[src/rtl/br_flow_mux_reg_tagged.sv]
// Registered, flow-tagged output stage for the round-robin flow arbiter.
// Captures the granted flow's payload and its binary flow index into a
// two-entry (main + skid) buffer. The consumer sees a fully registered
// ready/valid interface, and push_ready has no combinational path from
// pop_ready or push_valid.
module br_flow_mux_reg_tagged #(
  parameter int NumFlows = 2,
  parameter int Width = 1,
  parameter int EnableAssertFinalNotValid = 1
) (
  input  logic                                 clk,
  input  logic                                 rst_n,
  output logic                                 push_ready,
  input  logic                                 push_valid,
  input  logic [NumFlows-1:0]                  push_grant,
  input  logic [NumFlows*Width-1:0]            push_data,
  input  logic                                 pop_ready,
  output logic                                 pop_valid,
  output logic [Width-1:0]                     pop_data,
  output logic [((NumFlows > 1) ? $clog2(NumFlows) : 1)-1:0] pop_flow_id
);

  localparam int IdWidth = (NumFlows > 1) ? $clog2(NumFlows) : 1;

  logic               main_valid_reg, main_valid_next;
  logic [Width-1:0]   main_data_reg, main_data_next;
  logic [IdWidth-1:0] main_id_reg, main_id_next;
  logic               skid_valid_reg, skid_valid_next;
  logic [Width-1:0]   skid_data_reg, skid_data_next;
  logic [IdWidth-1:0] skid_id_reg, skid_id_next;

  logic               push_acc;
  logic               pop_acc;
  logic [Width-1:0]   masked_data [NumFlows];
  logic [Width-1:0]   in_data;
  logic [IdWidth-1:0] in_id;

  // The grant is one-hot, so gating each flow's payload by its grant bit
  // and OR-ing the results selects the granted payload.
  genvar gi;
  generate
    for (gi = 0; gi < NumFlows; gi++) begin : g_mask
      assign masked_data[gi] = push_data[gi*Width +: Width] & {Width{push_grant[gi]}};
    end
  endgenerate

  // Select the granted payload and binary-encode the one-hot grant.
  always_comb begin
    in_data = '0;
    in_id   = '0;
    for (int i = 0; i < NumFlows; i++) begin
      in_data = in_data | masked_data[i];
      if (push_grant[i]) in_id = in_id | IdWidth'(i);
    end
  end

  assign push_acc = push_valid & push_ready;
  assign pop_acc  = main_valid_reg & pop_ready;

  // Next-state for the two entries: main refills from skid first (FIFO
  // order), otherwise from the input; skid only fills when main is busy.
  always_comb begin
    main_valid_next = main_valid_reg;
    main_data_next  = main_data_reg;
    main_id_next    = main_id_reg;
    skid_valid_next = skid_valid_reg;
    skid_data_next  = skid_data_reg;
    skid_id_next    = skid_id_reg;
    if (pop_acc || !main_valid_reg) begin
      if (skid_valid_reg) begin
        main_valid_next = 1'b1;
        main_data_next  = skid_data_reg;
        main_id_next    = skid_id_reg;
        skid_valid_next = 1'b0;
      end else if (push_acc) begin
        main_valid_next = 1'b1;
        main_data_next  = in_data;
        main_id_next    = in_id;
      end else begin
        main_valid_next = 1'b0;
      end
    end else if (push_acc) begin
      skid_valid_next = 1'b1;
      skid_data_next  = in_data;
      skid_id_next    = in_id;
    end
  end

  // Entry registers, cleared asynchronously so outputs are idle at once.
  always_ff @(posedge clk or negedge rst_n) begin
    if (!rst_n) begin
      main_valid_reg <= 1'b0;
      main_data_reg  <= '0;
      main_id_reg    <= '0;
      skid_valid_reg <= 1'b0;
      skid_data_reg  <= '0;
      skid_id_reg    <= '0;
    end else begin
      main_valid_reg <= main_valid_next;
      main_data_reg  <= main_data_next;
      main_id_reg    <= main_id_next;
      skid_valid_reg <= skid_valid_next;
      skid_data_reg  <= skid_data_next;
      skid_id_reg    <= skid_id_next;
    end
  end

  assign push_ready  = ~skid_valid_reg;
  assign pop_valid   = main_valid_reg;
  assign pop_data    = main_data_reg;
  assign pop_flow_id = main_id_reg;

`ifndef SYNTHESIS
  logic               hold_chk_reg;
  logic [Width-1:0]   hold_data_reg;
  logic [IdWidth-1:0] hold_id_reg;

  // Integration and implementation checks; the hold tracker is cleared by
  // reset so a reset during backpressure is not flagged as instability.
  always_ff @(posedge clk or negedge rst_n) begin
    if (!rst_n) begin
      hold_chk_reg  <= 1'b0;
      hold_data_reg <= '0;
      hold_id_reg   <= '0;
    end else begin
      if (push_valid) assert ($onehot(push_grant))
        else $error("push_grant not one-hot while push_valid");
      assert (!(skid_valid_reg && !main_valid_reg))
        else $error("skid valid while main empty");
      if (hold_chk_reg) assert (main_valid_reg && main_data_reg == hold_data_reg &&
                                main_id_reg == hold_id_reg)
        else $error("pop side changed while stalled");
      hold_chk_reg  <= main_valid_reg & ~pop_ready;
      hold_data_reg <= main_data_reg;
      hold_id_reg   <= main_id_reg;
    end
  end

  final begin
    if (EnableAssertFinalNotValid != 0) assert (!pop_valid)
      else $error("pop_valid still set at end of test");
  end
`endif

endmodule

[config.mk]
export PLATFORM = sky130hd
export DESIGN_NAME = br_flow_mux_reg_tagged
export DESIGN_NICKNAME = d
export VERILOG_FILES = /design/src/rtl/br_flow_mux_reg_tagged.sv
export SDC_FILE = /design/constraint.sdc
export NUM_CORES = 1
export LEC_CHECK = 0
export ABC_AREA = 1
export CAP_MARGIN = 20
export CORE_AREA = 2 2 39 41
export DETAILED_ROUTE_END_ITERATION = 8
export DIE_AREA = 0 0 41 43
export SLEW_MARGIN = 20
export SYNTH_ARGS = -nofsm -noshare
export SYNTH_HDL_FRONTEND = slang
export SYNTH_SLANG_ARGS = --single-unit
[constraint.sdc]
create_clock -name clk -period 2.3 [get_ports clk]
set_input_delay 0.46 -clock clk [delete_from_list [all_inputs] [get_ports clk]]
set_output_delay 0.46 -clock clk [all_outputs]
set_load 0.02 [all_outputs]
==> out/summary.txt <==
status -> finished, final reports clean
DR pass1 iterations -> 1
Power per Cell Area -> 694 nW/um2
Setup Fix Bufs, Post-CTS -> 0
Layout Cells excl Fill -> 67
Syn. warnings -> 0
largest net degree at the start of global routing -> 8
vias in the first global route -> 233
CTS tree -> done
max_slew headroom -> 83.0%
Crit. End Element -> output port
Final TNS setup -> 0 ps
critical path arrival -> 1340 ps
IO Port Bufs -> 11
leakage power -> 0.220 nW
core area -> 1380 um2
max_cap viols -> 0
sequential-to-total area share from yosys stat -> 53.1%
Crit-path slowest cell -> clkdlybuf4s50_1
max-slew violation count -> 0
Req. time, crit path -> 1840 ps
CTS buffer count -> 3
Die W -> 41 um
Mapped Nets -> 45
Row Count -> 14
Initial Util -> 20.4%
Layout Nets -> 61
area grow syn2layout -> 54.0%
DRC viols -> 0
initial antenna violation count -> 0
DRT antenna net count -> 0
gpl congestion -> 0.605
routed vias -> 264
clk sinks -> 6
Worst Reg-to-Reg Cells -> 5
Resized Gates After CTS -> 0
# placed instances -> 64
Max Freq -> 0.554 GHz
Total Routed Length -> 543 um
Peak VDD IR -> 0.181 mV
area of the multi-input gates -> 118 um2
Max FO, Critical Path -> 7
first-pass GRT wire length -> 807 um
Setup CP Type -> flop to output port
WL/cell -> 8.10 um
startpoint types -> flop
synthesized area per cell -> 7.64 um2
DP Worst Slack -> 746 ps
Hold Violations, Final -> 0
num ports -> 12
Hold Path Class -> primary input to async pin
worst setup margin -> 496 ps
synthesized instance count -> 37
Fill cells -> 157
Post-Syn Area -> 283 um2
total track usage -> 7.80%
Period minus WS final -> 1800 ps
Clock Skew -> 0.565 ps
clk buf depth -> 2
crit-path cells -> inv_2 > clkdlybuf4s50_1
Tcrit/Tclk final -> 78.4%
Clock Latency Late Sink -> 240 ps
H-tree Lvls -> 1
Vias/cell -> 3.94
CTS clock-pin slew for the worst setup and hold paths -> 40 ps
# setup viols final -> 0
Root Driver -> clkbuf_4
Die Y -> 43 um
overflow left after global routing -> 0
Seq cells post-synth -> 6
slowest stage delay, CP -> 610 ps
Yosys cell types -> 9
Iteration-0 DRC Markers -> 0
Reg area -> 150 um2
worst slew pin tran -> 254 ps
Ant. Diodes -> 0
share of cells above drive strength 1 -> 11.8%
RSZ-0062 raised after global routing -> no
DIE AREA -> 1760 um2
Hold Buf Count CTS -> 0
report_power, final:
part	switching (mW)	total, mW	internal, mW
sequential	0.00833	0.131	0.123
clock	0.0327	0.0914	0.0587
combinational	0.0405	0.0797	0.0392
per-layer routing:
layer	GRT usage (%)	vias to the layer above	wire length [um]
met5	0	-	0
met3	4.71	2	53
met1	6.62	112	226
met4	10.0	0	4
li1	-	143	-
met2	10.3	7	258
worst paths after layout:
check / start / end / slack [ps]
max: skid_valid_reg / push_ready / 500
max reg2reg: pop_valid / skid_data_reg / 1380
min reg2reg: skid_data_reg / skid_data_reg / 470
max in group asynchronous: rst_n / skid_data_reg / 1640
min in group clk: skid_data_reg / skid_data_reg / 470
min: rst_n / skid_id_reg / 460
cells in the final DEF, fill, tap and decap left out, drive strengths merged:
master and count:
dfrtp 6, clkbuf 3, nand4 2, nand3 3, or2 1, inv 4
nand2 17, nor2 4, clkdlybuf4s50 11
critical path, delay by kind of cell, from the launching register on:
kind / cells / cell delay [ps]
buffers and inverters: 2 / 720
DFF: 1 / 390
logic make-up after synthesis:
family                 share of synthesized area [%]
DFF                                             53.1
buffers and inverters                           5.31
and+or+nand+nor                                 41.6
synthesized netlist by cell type, drive strengths merged:
cell type / number / area (um2)
nand4: 2 / 12.5
inv: 4 / 15.0
nand2: 17 / 63.8
nor2: 4 / 20.0
nand3: 3 / 15.0
or2: 1 / 6.26
dfrtp: 6 / 150
layout make-up:
type	instances	share of cell area, %
well taps	16	4.60
multi-input cells	27	27.0
repair buffers	11	25.3
flip-flops and latches	6	34.5
clock buffers	3	5.17
inverters	4	3.45
stage by stage:
step | total power [mW] | utilization, % | cell area, um2 | hold slack (ps)
2_1_floorplan | 0.173 | - | 283 | 164
3_3_place_gp | 0.214 | 29.8 | 413 | 464
3_5_place_dp | 0.214 | 29.8 | 413 | 470
4_1_cts | 0.310 | 31.5 | 435 | 457
5_1_grt | 0.327 | 31.5 | 435 | 465
6_report | 0.302 | 31.5 | 435 | 456
Note: power is estimated with default switching activity, not from simulation.
